## src/rtl/mmio_pkg.sv

```systemverilog
// ----------------------------------------------------------------------------
// mmio_pkg
// Shared definitions for the memory-mapped UART transmitter:
//   - tx_state_e        : serializer FSM states
//   - *_ADDR_DEFAULT    : default byte-write and status/control addresses
//   - STAT_*_BIT        : bit positions inside the status word
// ----------------------------------------------------------------------------
package mmio_pkg;

    typedef enum logic [1:0] {
        ST_IDLE,
        ST_START,
        ST_DATA,
        ST_STOP
    } tx_state_e;

    localparam logic [15:0] TX_ADDR_DEFAULT   = 16'hFFF0;
    localparam logic [15:0] STAT_ADDR_DEFAULT = 16'hFFF2;

    localparam int unsigned STAT_BUSY_BIT = 0;
    localparam int unsigned STAT_FULL_BIT = 1;
    localparam int unsigned STAT_OVF_BIT  = 2;

endpackage

```

## src/rtl/sync_fifo.sv

```systemverilog
// ----------------------------------------------------------------------------
// sync_fifo
// Single-clock FIFO, DEPTH x WIDTH, first-word-fall-through read port.
// Ports:
//   clk, reset        : clock, synchronous active-low reset
//   push_i, data_i    : write strobe and data; ignored when full without a pop
//   pop_i             : read strobe; ignored when empty
//   data_o            : head entry (valid while empty_o is low)
//   full_o, empty_o   : occupancy flags
// ----------------------------------------------------------------------------
module sync_fifo #(
    parameter int unsigned DEPTH = 4,   // power of 2, >= 2
    parameter int unsigned WIDTH = 8
) (
    input  logic             clk,
    input  logic             reset,
    input  logic             push_i,
    input  logic [WIDTH-1:0] data_i,
    input  logic             pop_i,
    output logic [WIDTH-1:0] data_o,
    output logic             full_o,
    output logic             empty_o
);

    localparam int unsigned PTR_W = $clog2(DEPTH);
    localparam int unsigned CNT_W = $clog2(DEPTH + 1);

    logic [WIDTH-1:0] mem_q [DEPTH];
    logic [PTR_W-1:0] wr_ptr_q, rd_ptr_q;
    logic [CNT_W-1:0] count_q, count_d;
    logic             push_ok, pop_ok;

    assign full_o  = (count_q == CNT_W'(DEPTH));
    assign empty_o = (count_q == '0);
    assign data_o  = mem_q[rd_ptr_q];

    // A full FIFO still accepts a push when the head leaves on the same edge.
    assign push_ok = push_i && (!full_o || pop_i);
    assign pop_ok  = pop_i && !empty_o;

    always_comb begin
        count_d = count_q;
        unique case ({push_ok, pop_ok})
            2'b10:   count_d = count_q + CNT_W'(1);
            2'b01:   count_d = count_q - CNT_W'(1);
            default: count_d = count_q;
        endcase
    end

    // NOTE: storage is deliberately left out of reset; the empty flag guards
    // every read, so clearing the pointers and count is enough.
    always_ff @(posedge clk) begin
        if (push_ok) begin
            mem_q[wr_ptr_q] <= data_i;
        end
    end

    // NOTE: sequential state uses non-blocking assignments only, so every
    // register samples pre-edge values regardless of statement order.
    always_ff @(posedge clk) begin
        if (!reset) begin
            wr_ptr_q <= '0;
            rd_ptr_q <= '0;
            count_q  <= '0;
        end else begin
            // Pointers wrap modulo DEPTH by natural overflow of PTR_W bits.
            if (push_ok) wr_ptr_q <= wr_ptr_q + PTR_W'(1);
            if (pop_ok)  rd_ptr_q <= rd_ptr_q + PTR_W'(1);
            count_q <= count_d;
        end
    end

endmodule

```

## src/rtl/mmio_uart_tx.sv

```systemverilog
// ----------------------------------------------------------------------------
// mmio_uart_tx
// Memory-mapped 8N1 UART transmitter with a small byte FIFO.
// Ports:
//   clk        : system clock, rising edge
//   reset      : synchronous active-low reset
//   memwrite   : CPU store strobe
//   dataadr    : CPU data address
//   writedata  : CPU store data (byte in [7:0] at TX_ADDR, clear bit [0] at STAT_ADDR)
//   readdata   : combinational status {13'b0, overflow, full, busy} at STAT_ADDR
//   tx         : registered serial line, idle high
//   overflow   : registered sticky flag, set when a byte write is dropped
// ----------------------------------------------------------------------------
module mmio_uart_tx
    import mmio_pkg::*;
#(
    parameter logic [15:0] TX_ADDR      = TX_ADDR_DEFAULT,
    parameter logic [15:0] STAT_ADDR    = STAT_ADDR_DEFAULT,
    parameter int unsigned CLKS_PER_BIT = 4,   // >= 2
    parameter int unsigned DEPTH        = 4    // power of 2
) (
    input  logic        clk,
    input  logic        reset,
    input  logic        memwrite,
    input  logic [15:0] dataadr,
    input  logic [15:0] writedata,
    output logic [15:0] readdata,
    output logic        tx,
    output logic        overflow
);

    localparam int unsigned BAUD_W = $clog2(CLKS_PER_BIT);

    tx_state_e         state_q, state_d;
    logic [BAUD_W-1:0] baud_q, baud_d;
    logic [2:0]        bit_q, bit_d;
    logic [7:0]        shift_q, shift_d;
    logic              tx_q, tx_d;
    logic              overflow_q, overflow_d;

    logic       push_req, clear_req, push_drop, pop;
    logic       fifo_full, fifo_empty, busy, baud_done;
    logic [7:0] fifo_head;
    logic       unused_wdata_hi;

    assign push_req        = memwrite && (dataadr == TX_ADDR);
    assign clear_req       = memwrite && (dataadr == STAT_ADDR) && writedata[0];
    assign push_drop       = push_req && fifo_full && !pop;
    assign unused_wdata_hi = ^writedata[15:8];

    sync_fifo #(
        .DEPTH (DEPTH),
        .WIDTH (8)
    ) u_fifo (
        .clk     (clk),
        .reset   (reset),
        .push_i  (push_req),
        .data_i  (writedata[7:0]),
        .pop_i   (pop),
        .data_o  (fifo_head),
        .full_o  (fifo_full),
        .empty_o (fifo_empty)
    );

    assign baud_done = (baud_q == BAUD_W'(CLKS_PER_BIT - 1));
    assign busy      = (state_q != ST_IDLE) || !fifo_empty;

    // Serializer next state. tx is registered, so each transition loads the
    // level of the bit that starts on the following cycle.
    // NOTE: every output of this block gets a default first, so no path can
    // leave a signal unassigned and infer a latch.
    always_comb begin
        state_d = state_q;
        baud_d  = baud_q;
        bit_d   = bit_q;
        shift_d = shift_q;
        tx_d    = tx_q;
        pop     = 1'b0;

        unique case (state_q)
            ST_IDLE: begin
                tx_d = 1'b1;
                if (!fifo_empty) begin
                    pop     = 1'b1;
                    shift_d = fifo_head;
                    tx_d    = 1'b0;
                    baud_d  = '0;
                    state_d = ST_START;
                end
            end
            ST_START: begin
                if (baud_done) begin
                    baud_d  = '0;
                    bit_d   = '0;
                    tx_d    = shift_q[0];
                    state_d = ST_DATA;
                end else begin
                    baud_d = baud_q + BAUD_W'(1);
                end
            end
            ST_DATA: begin
                if (baud_done) begin
                    baud_d = '0;
                    if (bit_q == 3'd7) begin
                        tx_d    = 1'b1;
                        state_d = ST_STOP;
                    end else begin
                        // Bit on the line stays in shift_q[0]; the next one is [1].
                        bit_d   = bit_q + 3'd1;
                        tx_d    = shift_q[1];
                        shift_d = {1'b0, shift_q[7:1]};
                    end
                end else begin
                    baud_d = baud_q + BAUD_W'(1);
                end
            end
            ST_STOP: begin
                if (baud_done) begin
                    baud_d = '0;
                    if (!fifo_empty) begin
                        // Chain straight into the next start bit, no idle gap.
                        pop     = 1'b1;
                        shift_d = fifo_head;
                        tx_d    = 1'b0;
                        state_d = ST_START;
                    end else begin
                        state_d = ST_IDLE;
                    end
                end else begin
                    baud_d = baud_q + BAUD_W'(1);
                end
            end
            default: state_d = ST_IDLE;
        endcase
    end

    // A dropped push in the same cycle as a clear leaves the flag set.
    always_comb begin
        overflow_d = overflow_q;
        if (push_drop) begin
            overflow_d = 1'b1;
        end else if (clear_req) begin
            overflow_d = 1'b0;
        end
    end

    always_ff @(posedge clk) begin
        if (!reset) begin
            state_q    <= ST_IDLE;
            baud_q     <= '0;
            bit_q      <= '0;
            shift_q    <= '0;
            tx_q       <= 1'b1;
            overflow_q <= 1'b0;
        end else begin
            state_q    <= state_d;
            baud_q     <= baud_d;
            bit_q      <= bit_d;
            shift_q    <= shift_d;
            tx_q       <= tx_d;
            overflow_q <= overflow_d;
        end
    end

    always_comb begin
        readdata = '0;
        if (dataadr == STAT_ADDR) begin
            readdata[STAT_BUSY_BIT] = busy;
            readdata[STAT_FULL_BIT] = fifo_full;
            readdata[STAT_OVF_BIT]  = overflow_q;
        end
    end

    assign tx       = tx_q;
    assign overflow = overflow_q;

endmodule

```

## config.mk

```make
export PLATFORM = sky130hd
export DESIGN_NAME = mmio_uart_tx
export DESIGN_NICKNAME = d
export VERILOG_FILES = /design/src/rtl/mmio_pkg.sv /design/src/rtl/sync_fifo.sv /design/src/rtl/mmio_uart_tx.sv
export SDC_FILE = /design/constraint.sdc
export NUM_CORES = 1
export LEC_CHECK = 0
export CAP_MARGIN = 20
export CORE_UTILIZATION = 56
export CTS_CLUSTER_DIAMETER = 40
export DETAILED_ROUTE_END_ITERATION = 12
export GPL_TIMING_DRIVEN = 0
export PLACE_DENSITY_LB_ADDON = 0.1
export SLEW_MARGIN = 20
export SYNTH_ARGS = -nofsm -noshare
export SYNTH_HDL_FRONTEND = slang
export SYNTH_SLANG_ARGS = --single-unit
```

## constraint.sdc

```tcl
create_clock -name clk -period 7.3 [get_ports clk]
set_clock_uncertainty 0.15 [all_clocks]
set_input_delay 1.825 -clock clk [delete_from_list [all_inputs] [get_ports clk]]
set_output_delay 1.825 -clock clk [all_outputs]
set_load 0.02 [all_outputs]
```

==> flow_summary_export.csv, run 1 <==
group,metric,value,unit
cts,ctsLongestPathBuffers,2,
setup_path,critPathLaunchType,"input port",
placed_design,dp.cells,337,
cts,path_clk_slew,60,ps
yosys,ys_seq_area_share,52.8,%
timing,grt_setup_unrepaired,"no",
power,cellLeakagePower,1.26,nW
cts,cts_tree,"yes",
timing,hold_ws,336,ps
setup_path,path_max_fanout,4,
yosys,synth_top_cell_area_share,34.3,%
placed_design,hpwl,3.44,mm
timing,fin_crit_sh,76.3,%
timing,setup_ws,1730,ps
floorplan,start_util,58.6,%
global_route,grt_max_degree,11,
final_layout,area_growth_syn_to_layout,21.9,%
global_route,grt_pass1_wl,7.92,mm
floorplan,dieArea,5290,um^2
yosys,ys_types,52,
yosys,ys_seq_elements,58,
power,internal-power,541,uW
final_layout,finalNetCount,330,
yosys,ys_top_cells_by_area,"edfxtp_1, dfxtp_1, mux4_2",
timing,fin_tns_setup,0,ps
placed_design,io_buffers,30,
timing,slew_headroom,58.7,%
yosys,synthFlopType,"edfxtp_1",
global_route,grtUsageTotal,20.5,%
job,maxCapViolCount,0,
yosys,synth-async-reset-ratio,0,%
power,pwr-share-clk,38.9,%
floorplan,rows,25,
power,p_switching,166,uW
run_status,status,"completed",
yosys,netlist_area,2800,um^2
global_route,grt_pass1_vias,1667,
yosys,synth_common_cells,"edfxtp_1, dfxtp_1, nor2_1",
cts,cts_made_buffers,9,
drt,ant_nets,0,
cts,insertion_delay,330,ps
final_layout,final-instance-count-excl-fill,353,
final_layout,postLayoutCoreUtil,71.4,%
timing,report.final.slew_viol_count,0,
cts,cts_hold_buf,0,
setup_path,end_kind,"output port",
power,power.total,707,uW
min_path,min_path_cells,2,
timing,setup_viol,0,
drt,first_pass_iters,4,
power,seqPwrFrac,49.7,%
yosys,avgSynthCellArea,12.3,um^2
timing,tightest_slew,618,ps
power,ir_drop,0.000181,V
yosys,synth_top_cell_by_area,"edfxtp_1",
final_layout,drive_above_1_share,16.4,%
power,powerDensity,207,nW/um^2
timing,fmax,179,MHz
drt,wl_per_cell,13.6,um
cts,clockRootBuffer,"clkbuf_8",
floorplan,core,4790,um^2
drt,vias,1813,
cts,cts-resized-gates,0,
cts,cts_sinks,58,
setup_path,cp.arrival,3600,ps
drt,wl,4.80,mm
yosys,synth_cells,228,
yosys,yosysMostFrequentCell,"edfxtp_1",
drt,route.detailed.drc,0,
final_layout,antenna_cells,0,
yosys,yosys_warnings,0,
floorplan,pin_count,53,
placed_design,place_area,3230,um^2
yosys,synth_edf_count,32,
setup_path,required,5330,ps
global_route,antenna_found_initial,0,
cts,post_cts_buffers,0,
setup_path,rr_worst_depth,13,
floorplan,die_w,72.8,um
floorplan,die_y,72.8,um
setup_path,crit_type,"in -> out",
global_route,grt_overflow,0,
power,switching_share,23.5,%
drt,initialDrtViolationCount,74,
timing,fin_crit,5570,ps
final_layout,fin_area,3420,um^2
placed_design,pre_cts_ws,1710,ps
drt,routed_via_density,5.14,
placed_design,place_congestion,0.696,
timing,hold_viol,0,
min_path,hp-class,"reg -> reg",
power,power_frac_comb,11.4,%
cts,htreeDepth,3,
==> worst max-delay path, stage by stage <==
cell and delay, ps:
clkdlybuf4s50_1 440, nor3b_1 230, and4_1 290, nand2_1 90, nor2_1 110, clkdlybuf4s50_1 610
==> cells in the final DEF (no fill, tap or decap), drive strengths merged, types with 5 or more instances in the layout <==
cell type      instances
edfxtp                32
clkdlybuf4s50         30
dfxtp                 26
buf                   18
nor2                  14
clkbuf                14
ha                    13
conb                  13
inv                   12
mux2i                 10
nand2                  8
mux4                   8
a31oi                  8
a211oi                 7
clkinv                 7
a21oi                  5
o21ai                  5
==> power by group through the flow <==
stage                     Clock (mW)  Combinational [mW]  Sequential, mW
after detailed placement           0              0.0802           0.358
after floorplan                    0              0.0527           0.359
after CTS                      0.282              0.0805           0.352
final                          0.275              0.0808           0.352
after global routing           0.298              0.0887           0.352
after global placement             0              0.0794           0.358
==> registers in the layout, indices dropped and copies added (netlist names), named ones only <==
signal,flops
tx,1
u_fifo.rd_ptr_q,2
u_fifo.mem_q,32
shift_q,8
overflow,1
baud_q,2
state_q,2
u_fifo.wr_ptr_q,2
u_fifo.count_q,3
bit_q,3
==> worst paths after layout <==
check | startpoint | to | slack [ps]
worst max register to register | state_q[0] | u_fifo.count_q[2] | 4440
worst min register to register | tx | tx | 340
worst min-delay path | tx | tx | 340
worst max-delay path | dataadr[15] | readdata[0] | 1730
==> cell families (layout without fill, tap and decap cells) <==
logic type,Yosys count,count (layout),synth area share [%]
and+or+nand+nor,55,55,11.5
muxes,18,18,10.0
xor gates and xnor gates,4,4,1.25
AOI/OAI and AO/OA,42,42,10.8
DFF,58,58,52.8
buffers and inverters,36,82,7.01
adders and majority gates,14,14,6.52
other,1,13,0.134
==> cell type report <==
| cell class | count | area [um^2] |
|---|---|---|
| sequential | 58 | 1480 |
| clock inverter | 6 | 57.6 |
| timing repair buffer | 30 | 300 |
| multi-input combinational | 146 | 1170 |
| tap | 67 | 83.8 |
| fill | 357 | 1370 |
| buffer | 22 | 144 |
| clock buffer | 10 | 128 |
| inverter | 14 | 52.6 |
==> per-layer routing <==
metal	vias to the layer above	global-route usage [%]	routed length (um)
met3	6	7.04	173
li1	923	-	-
met2	38	32.6	2350
met4	0	8.50	74
met5	-	0	0
met1	846	25.8	2210
No activity file was read; power rests on OpenSTA's default activity.
==> run 2, diff against run 1 <==
--- a/config.mk
+++ b/config.mk
@@ -6,7 +6,7 @@
 export NUM_CORES = 1
 export LEC_CHECK = 0
 export CAP_MARGIN = 20
-export CORE_UTILIZATION = 56
+export CORE_UTILIZATION = 47
 export CTS_CLUSTER_DIAMETER = 40
 export DETAILED_ROUTE_END_ITERATION = 12
 export GPL_TIMING_DRIVEN = 0
==> constraint.sdc (replaced) <==
create_clock -name clk -period 5 [get_ports clk]
set_clock_uncertainty 0.15 [all_clocks]
set_input_delay 1.25 -clock clk [delete_from_list [all_inputs] [get_ports clk]]
set_output_delay 1.25 -clock clk [all_outputs]
set_load 0.02 [all_outputs]
==> run 2 against run 1 <==
  * Critical path depth unchanged
  * Register-to-register slack worse by 2300 ps
  * Clock power up 89%
  * Clock-buffer cell count down 1
  * Combinational power up 46%
  * Global-route usage down 3.4 points
  * Critical endpoint unchanged
==> flow_summary_export.csv, run 2 (synthesis gave the netlist of run 1 again) <==
group,metric,value,unit
power,cellLeakagePower,1.28,nW
final_layout,antenna_cells,0,
cts,path_clk_slew,70,ps
drt,vias,1830,
floorplan,core,5640,um^2
setup_path,r2r-end,"u_fifo.count_q[2]",
global_route,antenna_found_initial,0,
drt,routed_via_density,5.11,
final_layout,postLayoutCoreUtil,61.7,%
power,powerDensity,331,nW/um^2
cts,cts_made_buffers,9,
floorplan,rows,27,
global_route,grtUsageTotal,17.1,%
floorplan,die_y,79.2,um
floorplan,start_util,49.7,%
placed_design,place_congestion,0.702,
timing,fin_crit,4420,ps
setup_path,critPathLaunchType,"input port",
drt,initialDrtViolationCount,78,
placed_design,io_buffers,30,
drt,first_pass_iters,4,
timing,fin_tns_setup,0,ps
cts,clockRootBuffer,"clkbuf_8",
power,ir_drop,0.000261,V
setup_path,rr_worst_depth,13,
final_layout,area_growth_syn_to_layout,24.1,%
job,maxCapViolCount,0,
min_path,min_path_cells,2,
global_route,grt_pass1_wl,7.98,mm
placed_design,hpwl,3.44,mm
final_layout,largest_reg_flops,32,
drt,route.detailed.drc,0,
min_path,holdPathEnd,"tx",
final_layout,layout_commonest_cell,"edfxtp_1",
timing,hold_viol,0,
cts,cts_tree,"yes",
setup_path,required,3600,ps
floorplan,pin_count,53,
cts,cts_hold_buf,0,
min_path,hp-class,"reg -> reg",
timing,fin_crit_sh,88.3,%
timing,slew_headroom,59.9,%
timing,report.final.slew_viol_count,0,
cts,post_cts_buffers,0,
timing,grt_setup_unrepaired,"no",
global_route,grt_max_degree,12,
setup_path,path_max_fanout,4,
final_layout,top_regs,"u_fifo.mem_q: 32 flops, shift_q: 8 flops",
floorplan,dieArea,6280,um^2
cts,ctsLongestPathBuffers,2,
final_layout,final_cell_mix,"edfxtp_1, clkdlybuf4s50_1, dfxtp_1",
setup_path,r2r_slack,2120,ps
timing,fmax,226,MHz
cts,htreeDepth,3,
floorplan,die_w,79.2,um
final_layout,largest-register,"u_fifo.mem_q",
drt,wl,4.84,mm
setup_path,crit-reg2reg-launch,"state_q[0]",
cts,cts-resized-gates,0,
drt,ant_nets,0,
min_path,hp-start,"tx",
final_layout,drive_above_1_share,16.8,%
run_status,status,"completed",
timing,tightest_slew,600,ps
global_route,grt_overflow,0,
cts,cts_sinks,58,
timing,setup_viol,0,
global_route,grt_pass1_vias,1747,
final_layout,finalNetCount,330,
setup_path,cp.arrival,3020,ps
drt,wl_per_cell,13.5,um
cts,insertion_delay,330,ps
setup_path,crit_type,"in -> out",
setup_path,end_kind,"output port",
==> run 2: power breakdown <==
part           internal (mW)  switching, mW
registers              0.508        0.00527
clock network          0.330          0.190
logic                 0.0555         0.0628
total                  0.893          0.258
==> run 2: worst max-delay path by stage <==
stage	start	endpoint	slack, ps	depth (start not counted)
2_1_floorplan	dataadr[0]	readdata[0]	1520	4
3_3_place_gp	dataadr[15]	readdata[1]	590	6
3_5_place_dp	dataadr[15]	readdata[1]	590	6
4_1_cts	dataadr[7]	readdata[1]	590	6
5_1_grt	dataadr[15]	readdata[0]	430	6
6_report	dataadr[7]	readdata[0]	580	6
==> run 2: layer usage <==
| layer | up-vias | share of wire [%] | wire [um] | global-route usage, % |
|---|---|---|---|---|
| li1 | 923 | - | - | - |
| met1 | 864 | 47 | 2290 | 22.1 |
| met2 | 41 | 48 | 2310 | 26.5 |
| met3 | 2 | 4.5 | 217 | 6.21 |
| met4 | 0 | 0.29 | 14 | 6.00 |
| met5 | - | 0 | 0 | 0 |
==> run 2: final cells by class <==
cell class,count,area [um^2]
sequential,58,1480
fill,484,2160
clock inverter,7,118
inverter,14,52.6
clock buffer,9,124
timing repair buffer,30,300
buffer,22,144
multi-input combinational,146,1170
tap,72,90.1
==> run 2: critical path: stages <==
cell and delay [ps]:
clkdlybuf4s50_1 460, and4b_1 240, and4_1 250, nand2_1 90, nor2_1 120, clkdlybuf4s50_1 610
==> run 2: through the flow <==
| step | setup slack (ps) | total power [mW] | hold slack [ps] | instances | area, um^2 |
|---|---|---|---|---|---|
| after global placement | 588 | 0.641 | 309 | 342 | 3240 |
| after CTS | 587 | 1.16 | 340 | 358 | 3480 |
| final | 583 | 1.15 | 333 | 358 | 3480 |
| after detailed placement | 587 | 0.642 | 320 | 342 | 3240 |
| after global routing | 430 | 1.20 | 365 | 358 | 3480 |
| after floorplan | 1520 | 0.601 | 311 | 240 | 2850 |
==> run 3, diff against run 2 <==
--- a/config.mk
+++ b/config.mk
@@ -6,7 +6,7 @@
 export NUM_CORES = 1
 export LEC_CHECK = 0
 export CAP_MARGIN = 20
-export CORE_UTILIZATION = 47
+export CORE_UTILIZATION = 40
 export CTS_CLUSTER_DIAMETER = 40
 export DETAILED_ROUTE_END_ITERATION = 12
 export GPL_TIMING_DRIVEN = 0
==> run 3 against run 2 <==
  * Design area grew 0.43%
  * Highest routed layer unchanged
  * Wire length grew 5.1%
  * Worst hold slack gained 16 ps
  * Critical path type unchanged
==> flow_summary_export.csv, run 3 (synthesis gave the netlist of run 1 again) <==
group,metric,value,unit
min_path,min_path_cells,2,
setup_path,critPathLaunchType,"input port",
cts,post_cts_buffers,0,
drt,wl_per_cell,13.3,um
timing,tightest_slew,628,ps
global_route,antenna_found_initial,0,
timing,hold_viol,0,
run_status,status,"completed",
global_route,grt_pass1_vias,1749,
placed_design,io_buffers,30,
drt,first_pass_iters,4,
timing,hold_ws,348,ps
cts,cts_made_buffers,9,
floorplan,dieArea,7350,um^2
global_route,grtUsageTotal,15.3,%
final_layout,postLayoutCoreUtil,51.5,%
final_layout,final_cell_mix,"edfxtp_1, clkdlybuf4s50_1, dfxtp_1",
floorplan,start_util,41.3,%
final_layout,antenna_cells,0,
setup_path,r2r_slack,2110,ps
power,switching_share,24.1,%
timing,fin_tns_setup,0,ps
final_layout,seq_area,1480,um^2
setup_path,rr_worst_depth,13,
power,p_switching,270,uW
cts,path_clk_slew,70,ps
drt,initialDrtViolationCount,70,
timing,fmax,226,MHz
global_route,grt_max_degree,13,
floorplan,die_y,85.7,um
timing,setup_viol,0,
drt,routed_via_density,4.76,
setup_path,crit-reg2reg-launch,"state_q[0]",
placed_design,place_congestion,0.736,
floorplan,rows,30,
global_route,grt_overflow,0,
floorplan,die_w,85.7,um
setup_path,path_max_fanout,4,
timing,slew_headroom,58.0,%
power,pwr-share-clk,43.5,%
final_layout,fin_area,3500,um^2
placed_design,hpwl,3.63,mm
setup_path,required,3600,ps
setup_path,crit_type,"in -> out",
power,powerDensity,320,nW/um^2
drt,route.detailed.drc,0,
global_route,grt_pass1_wl,8.43,mm
final_layout,fillers,593,
timing,report.final.slew_viol_count,0,
setup_path,cp.arrival,3020,ps
placed_design,place_area,3270,um^2
min_path,hp-start,"tx",
floorplan,core,6790,um^2
final_layout,multi_input_area,1170,um^2
timing,fin_crit,4420,ps
setup_path,end_kind,"output port",
cts,ctsLongestPathBuffers,2,
power,seqPwrFrac,45.9,%
power,power.total,1.12,mW
drt,wl,5.08,mm
floorplan,pin_count,53,
cts,cts-resized-gates,0,
final_layout,drive_above_1_share,17.1,%
job,maxCapViolCount,0,
timing,grt_setup_unrepaired,"no",
cts,clockRootBuffer,"clkbuf_8",
cts,cts_sinks,58,
final_layout,layout_commonest_cell,"edfxtp_1",
cts,insertion_delay,340,ps
final_layout,finalNetCount,330,
setup_path,r2r-end,"u_fifo.count_q[2]",
final_layout,largest_reg_flops,32,
drt,vias,1820,
cts,cts_tree,"yes",
power,internal-power,847,uW
power,power_frac_comb,10.6,%
final_layout,area_growth_syn_to_layout,24.7,%
cts,htreeDepth,3,
power,cellLeakagePower,1.28,nW
final_layout,largest-register,"u_fifo.mem_q",
min_path,holdPathEnd,"tx",
final_layout,top_regs,"u_fifo.mem_q: 32 flops, shift_q: 8 flops",
cts,cts_hold_buf,0,
power,ir_drop,0.000231,V
min_path,hp-class,"reg -> reg",
drt,ant_nets,0,
timing,fin_crit_sh,88.4,%
==> run 3: cell types whose count changed in the layout (fill, tap and decap cells not counted), sizes merged <==
| cell | change |
|---|---|
| bufinv | -1 |
| clkinv | +1 |
| clkinvlp | -1 |
| inv | +1 |
==> run 3: area by class of cell <==
cell class | instances | area share (%)
plain buffers | 22 | 4.12
clock buffers | 9 | 3.54
clock inverters | 7 | 2.93
inverters | 14 | 1.50
multi-input cells | 146 | 33.5
flip-flops and latches | 58 | 42.4
well taps | 96 | 3.44
repair buffers | 30 | 8.59
==> run 3: per-layer routing <==
layer / track usage, % / vias up / wire length [um]
met4: 5.91 / 0 / 44
met2: 25.2 / 32 / 2450
li1: - / 925 / -
met1: 18.5 / 859 / 2420
met5: 0 / - / 0
met3: 5.20 / 4 / 178
==> run 3: per-stage QoR <==
| step | instances | setup slack (ps) |
|---|---|---|
| 2_1_floorplan | 240 | 1520 |
| 3_3_place_gp | 366 | 573 |
| 3_5_place_dp | 366 | 564 |
| 4_1_cts | 382 | 561 |
| 5_1_grt | 382 | 444 |
| 6_report | 382 | 582 |
==> run 3: how the worst max path moves through the flow <==
stage / from / end / cells after the start / slack [ps]
floorplan: dataadr[0] / readdata[0] / 4 / 1520
global placement: dataadr[15] / readdata[1] / 6 / 570
detailed placement: dataadr[15] / readdata[1] / 6 / 560
CTS: dataadr[15] / readdata[1] / 6 / 560
global route: dataadr[15] / readdata[1] / 6 / 440
finish: dataadr[15] / readdata[1] / 6 / 580
==> run 3: worst max-delay path, stage by stage <==
cell and delay (ps):
clkdlybuf4s50_1 450, nor3b_1 220, and4_1 280, nand2_1 100, nor2_1 110, clkdlybuf4s50_1 600
==> run 3: power groups by stage <==
stage | clock network [mW] | logic (mW) | registers (mW)
after global routing | 0.518 | 0.129 | 0.514
after detailed placement | 0 | 0.118 | 0.524
after floorplan | 0 | 0.0770 | 0.524
after global placement | 0 | 0.118 | 0.523
final | 0.486 | 0.118 | 0.513
after CTS | 0.500 | 0.118 | 0.513
